===== config.mk =====
export PLATFORM = sky130hd
export DESIGN_NAME = parity_unit
export DESIGN_NICKNAME = d
export VERILOG_FILES = /design/src/rtl/parity_unit.sv
export SDC_FILE = /design/constraint.sdc
export NUM_CORES = 1
export LEC_CHECK = 0
export BUFFER_PORTS_ARGS = -buffer_cell sky130_fd_sc_hd__buf_4
export CAP_MARGIN = 20
export CORE_MARGIN = 3
export CORE_UTILIZATION = 45
export CTS_BUF_LIST = sky130_fd_sc_hd__clkbuf_8
export DETAILED_ROUTE_END_ITERATION = 8
export PLACE_DENSITY_LB_ADDON = 0.25
export REMOVE_ABC_BUFFERS = 1
export SLEW_MARGIN = 20
export SYNTH_ARGS = -nofsm -noshare
export SYNTH_HDL_FRONTEND = slang
export SYNTH_SLANG_ARGS = --single-unit
export TNS_END_PERCENT = 30

===== constraint.sdc =====
create_clock -name clk -period 4.2 [get_ports clk]
set_clock_uncertainty 0.2 [all_clocks]
set_input_delay 0 -clock clk [delete_from_list [all_inputs] [get_ports clk]]
set_output_delay 0 -clock clk [all_outputs]
set_load 0.01 [all_outputs]

===== src/rtl/parity_unit.sv =====
// N-channel parity generator/checker with sticky error flags and saturating error counters.
// Two-stage pipeline (capture, evaluate), one transaction per channel per cycle, never stalls.
module parity_unit #(
  parameter int WIDTH    = 12,
  parameter int CHANNELS = 2,
  parameter bit ODD      = 1'b1,
  parameter int CNT_W    = 8
) (
  input  logic                      clk,
  input  logic                      rst_n,
  input  logic [CHANNELS-1:0]       in_valid,
  input  logic [CHANNELS-1:0]       in_check,
  input  logic [CHANNELS*WIDTH-1:0] in_data,
  input  logic [CHANNELS-1:0]       in_par,
  output logic [CHANNELS-1:0]       out_valid,
  output logic [CHANNELS-1:0]       out_par,
  output logic [CHANNELS-1:0]       out_err,
  output logic [CHANNELS-1:0]       err_sticky,
  output logic [CHANNELS*CNT_W-1:0] err_count,
  input  logic [CHANNELS-1:0]       clr
);

  typedef struct packed {
    logic             check;
    logic             par;
    logic [WIDTH-1:0] data;
  } s1_t;

  localparam logic [CNT_W-1:0] CNT_MAX = '1;

  for (genvar c = 0; c < CHANNELS; c++) begin : g_ch
    s1_t              s1_q;
    logic             s1_valid;
    logic             p;
    logic             word_bad;
    logic             vld_q;
    logic             par_q;
    logic             err_q;
    logic             sticky_q;
    logic [CNT_W-1:0] cnt_q;

    always_ff @(posedge clk or negedge rst_n) begin
      if (!rst_n) begin
        s1_valid <= 1'b0;
        s1_q     <= '0;
      end else begin
        s1_valid <= in_valid[c];
        if (in_valid[c]) begin
          s1_q <= '{check: in_check[c], par: in_par[c], data: in_data[c*WIDTH +: WIDTH]};
        end
      end
    end

    assign p = ^s1_q.data;
    // Bad when the ones-parity of data plus received bit differs from the selected sense.
    assign word_bad = p ^ s1_q.par ^ ODD;

    always_ff @(posedge clk or negedge rst_n) begin
      if (!rst_n) begin
        vld_q <= 1'b0;
        par_q <= 1'b0;
        err_q <= 1'b0;
      end else begin
        vld_q <= s1_valid;
        err_q <= s1_valid & s1_q.check & word_bad;
        if (s1_valid) begin
          par_q <= p ^ ODD;
        end
      end
    end

    // A clear coinciding with an error restarts the count at one so the error is kept.
    always_ff @(posedge clk or negedge rst_n) begin
      if (!rst_n) begin
        sticky_q <= 1'b0;
        cnt_q    <= '0;
      end else if (err_q) begin
        sticky_q <= 1'b1;
        if (clr[c]) begin
          cnt_q <= CNT_W'(1);
        end else if (cnt_q != CNT_MAX) begin
          cnt_q <= cnt_q + CNT_W'(1);
        end
      end else if (clr[c]) begin
        sticky_q <= 1'b0;
        cnt_q    <= '0;
      end
    end

    assign out_valid[c]                = vld_q;
    assign out_par[c]                  = par_q;
    assign out_err[c]                  = err_q;
    assign err_sticky[c]               = sticky_q;
    assign err_count[c*CNT_W +: CNT_W] = cnt_q;
  end

endmodule


==> impl_results.md <==
- Unrepaired setup endpoints after global routing: false
- Count of vias placed by the detailed router: 1827
- Number of diodes: 0
- Top area cells in the synthesized netlist: sky130_fd_sc_hd__dfrtp_1 (55%), sky130_fd_sc_hd__mux2_2 (14%), sky130_fd_sc_hd__xnor2_1 (8.6%)
- Share of synthesized area occupied by flip-flops and latches: 55.2%
- Wire length of the first global-routing pass: 8480 um
- CTS tree: built
- Overall routed net length: 4910 um
- Count of flip-flops with a built-in enable after synthesis: 0
- Clock-pin slew of the registers on the worst-case setup and hold paths: 90 ps
- VDD IR-drop max: 0.219 mV
- Family of cells with the greatest summed delay on the critical path: XOR/XNOR gates
- Post-route design area: 3610 sq um
- Global routing met3 resource utilization: 3.50%
- Number of filler instances in the final layout: 382
- Initial Util: 47.3%
- PwrDens: 391 nW/um^2
- Final TNS setup: 0 ps
- Length in cells of the worst reg-to-reg path: 5
- Cell taking the most area after synthesis: sky130_fd_sc_hd__dfrtp_1
- Htree depth: 2
- Synthesized area per cell: 12.6 sq um
- Post-place setup slack: 2360 ps
- Met2 layer usage reported by global route: 30.4%
- Hold Crit Class: primary input to asynchronous set/reset pin
- Minimum period implied by the final worst setup slack: 1850 ps
- Dominant combinational cell family by area after synthesis: multiplexers
- Setup Buffers After CTS: 0
- Outcome: finished clean
- Simple-gate area share of the yosys netlist: 8.18%
- DRC marker count from the first detailed-route iteration: 74
- Most Frequent Cell on Critical Path: sky130_fd_sc_hd__xnor2_1
- Critical register-to-register path endpoint: g_ch[1].err_q$_DFF_PN0_
- Relative slew slack: 56.1%
- Hold-fix buffer count after cts: 61
- Kind of start point of the critical path: register
- WS Path Type: register to register
- Area after DPL: 2890 sq um
- Final Cycle Share: 44.2%
- Global-route met1 utilization: 21.4%
- Number of vias per cell after detailed routing: 4.85
- Weighted congestion reported at the end of routability-driven placement: 0.809
- Die Wd: 79.7 um
- Critical path, cell by cell: xnor2_1, xnor2_1, xnor2_1, xnor3_1, and3_1
- Vias in the first global route: 1846
- First-pass DRT Iterations: 4
- Number of placement rows: 26
- Leakage power: 1.64 nW
- Residual DRC count: 0
- Nature of the critical path endpoint: register
- Worst reg-to-reg setup slack: 2350 ps
- Data arrival, critical path: 1840 ps
- Endpoints failing setup: 0
- Primary flip-flop cell chosen by synthesis mapping: sky130_fd_sc_hd__dfrtp_1
- Synthesized-area fraction occupied by adder cells: 1.02%
- I/O Buffers: 57
- Pin count of the biggest net entering global routing: 55
- I/O pin count: 58
- Final Power: 1.41 mW
- Layout net count: 343
- Crit path launch: g_ch[1].s1_q[3]$_DFFE_PN0P_
- Flip-flop and latch count after synthesis: 54
- Launch instance of the worst register-to-register path: g_ch[1].s1_q[3]$_DFFE_PN0P_
- Overall die area: 6360 sq um
- Final Instance Count excl. Fillers: 377
- Cell count after synthesis: 194
- Fraction of synthesis flops using an asynchronous set or reset pin: 100%
- GR peak layer: met2
- Root Buffer Master: sky130_fd_sc_hd__clkbuf_8
- Synthesized cell area: 2450 sq um
- Clock sink count: 54
- Maximum operating frequency: 539 MHz
- Final Max Tran Viols: 0
- Clock buffers created by TritonCTS: 5
- Initial antenna violation count: 0
- Detailed-route wire length per cell: 13.0 um
- Remaining number of nets flagged by the antenna check after routing: 0
- Worst setup path endpoint: g_ch[1].err_q$_DFF_PN0_
- Endpoint required time on the critical path: 4190 ps
- Xor-xnor portion of the synthesized cell area: 11.9%
- CTS resizes: 0
- Die height: 79.7 um
- Placeable core region: 5170 sq um
- Worst path bufs/invs: 0
- Sum of overflow across all layers after global routing: 0
- Worst-skew pair later-pin latency: 300 ps
- Worst-case clock buffer depth: 2
- Instance count on the critical path: 5
- Total global-route track usage: 17.3%
- Largest fanout of any net on the critical path: 2
- Share of layout cells above drive strength 1: 30.6%
- Detailed placement HPWL: 2970 um
- Fraction of synthesized cell area taken by the top area cell type: 55.2%
- Area fraction in compound gates after synthesis: 5.83%
- Number of maximum-capacitance violations: 0
- Portion of netlist area occupied by mux cells: 14.2%
- Hold Fails Final Rpt: 0
- Worst Tran Pin Value: 659 ps
- Layout overhead on the synthesized area: 47.5%
- Slowest stage cell on the critical path: sky130_fd_sc_hd__dfrtp_1
- Number of unique standard cell types used by synthesis: 29
- Slack of the critical path: 2350 ps
- Largest stage delay, worst path: 410 ps
- Synthesis Warnings: 0
- Number of placed cells counting well taps: 309
## power breakdown
group	leakage, nW	switching (mW)	internal (mW)
sequential	0.672	0.0581	0.587
combinational	0.913	0.151	0.271
clock	0.0573	0.155	0.191
## flip-flops by register name, indices dropped and copies added, names as in the netlist
register	flops
g_ch.s1_valid	2
g_ch.err_q	2
g_ch.cnt_q	16
g_ch.sticky_q	2
g_ch.s1_q	28
g_ch.vld_q	2
g_ch.par_q	2
## metrics by stage
step	hold WS (ps)	util, %
after floorplan	-496	-
after global placement	-113	55.8
after detailed placement	-113	55.8
after CTS	103	69.8
after global routing	122	69.8
final	71.8	69.8
## cell type report
| type | count | area (sq um) | share of cell area (%) |
|---|---|---|---|
| repair buffers | 118 | 1040 | 28.8 |
| clock buffers | 6 | 82.6 | 2.29 |
| multi-input cells | 124 | 1010 | 27.9 |
| well taps | 70 | 87.6 | 2.43 |
| inverters | 4 | 15.0 | 0.416 |
| clock inverters | 1 | 30.0 | 0.832 |
| flip-flops and latches | 54 | 1350 | 37.4 |
## Yosys cell counts (all sizes together), types with 3 or more instances
cell type / instances
dfrtp: 54
mux2: 30
xnor2: 24
nor2: 14
nand3: 9
buf: 8
nand2: 5
a21oi: 4
clkbuf: 4
inv: 4
nand4: 4
xor2: 4
and3: 3
o21ai: 3
## how the worst min path moves through the flow
stage	start	to	slack, ps	cells after the start
after floorplan	rst_n	g_ch[0].cnt_q[0]$_DFFE_PN0P_	-500	0
after global placement	rst_n	g_ch[0].cnt_q[6]$_DFFE_PN0P_	-110	1
after detailed placement	rst_n	g_ch[0].cnt_q[2]$_DFFE_PN0P_	-110	1
after CTS	rst_n	g_ch[0].s1_q[9]$_DFFE_PN0P_	100	2
after global routing	rst_n	g_ch[0].cnt_q[2]$_DFFE_PN0P_	120	2
final	rst_n	g_ch[0].cnt_q[2]$_DFFE_PN0P_	70	2
## layer usage
layer | up-vias | wire [um]
met5 | - | 0
met4 | 0 | 47
met3 | 5 | 204
met2 | 40 | 2650
met1 | 888 | 2010
li1 | 894 | -
## cells in the final DEF, fill, tap and decap left out, types with 2 or more instances in the layout
master | netlist | layout
sky130_fd_sc_hd__nand4_1 | 4 | 4
sky130_fd_sc_hd__nand2_1 | 5 | 5
sky130_fd_sc_hd__a21oi_1 | 4 | 4
sky130_fd_sc_hd__o21ai_0 | 3 | 3
sky130_fd_sc_hd__nor3_1 | 2 | 2
sky130_fd_sc_hd__a21o_1 | 2 | 2
sky130_fd_sc_hd__a31oi_1 | 2 | 2
sky130_fd_sc_hd__xnor2_1 | 24 | 24
sky130_fd_sc_hd__nand3b_1 | 2 | 2
sky130_fd_sc_hd__a41oi_1 | 2 | 2
sky130_fd_sc_hd__mux2_2 | 30 | 30
sky130_fd_sc_hd__a211oi_1 | 2 | 2
sky130_fd_sc_hd__nor2_1 | 14 | 14
sky130_fd_sc_hd__dlygate4sd3_1 | 0 | 61
sky130_fd_sc_hd__o211a_1 | 2 | 2
sky130_fd_sc_hd__dfrtp_1 | 54 | 54
sky130_fd_sc_hd__nand3_1 | 9 | 9
sky130_fd_sc_hd__xor2_1 | 4 | 4
sky130_fd_sc_hd__ha_1 | 2 | 2
sky130_fd_sc_hd__and3_1 | 3 | 3
sky130_fd_sc_hd__xnor3_1 | 2 | 2
sky130_fd_sc_hd__buf_4 | 8 | 57
sky130_fd_sc_hd__clkbuf_8 | 0 | 6
sky130_fd_sc_hd__inv_1 | 4 | 4
## kinds of logic (layout without fill, tap and decap cells)
logic type | count (synthesis) | after routing
DFF | 54 | 54
and+or+nand+nor | 41 | 41
muxes | 31 | 31
xor gates and xnor gates | 30 | 30
AOI/OAI and AO/OA | 20 | 20
buffers and inverters | 16 | 129
adders and majority gates | 2 | 2
Power figures use the tool's default switching activity.
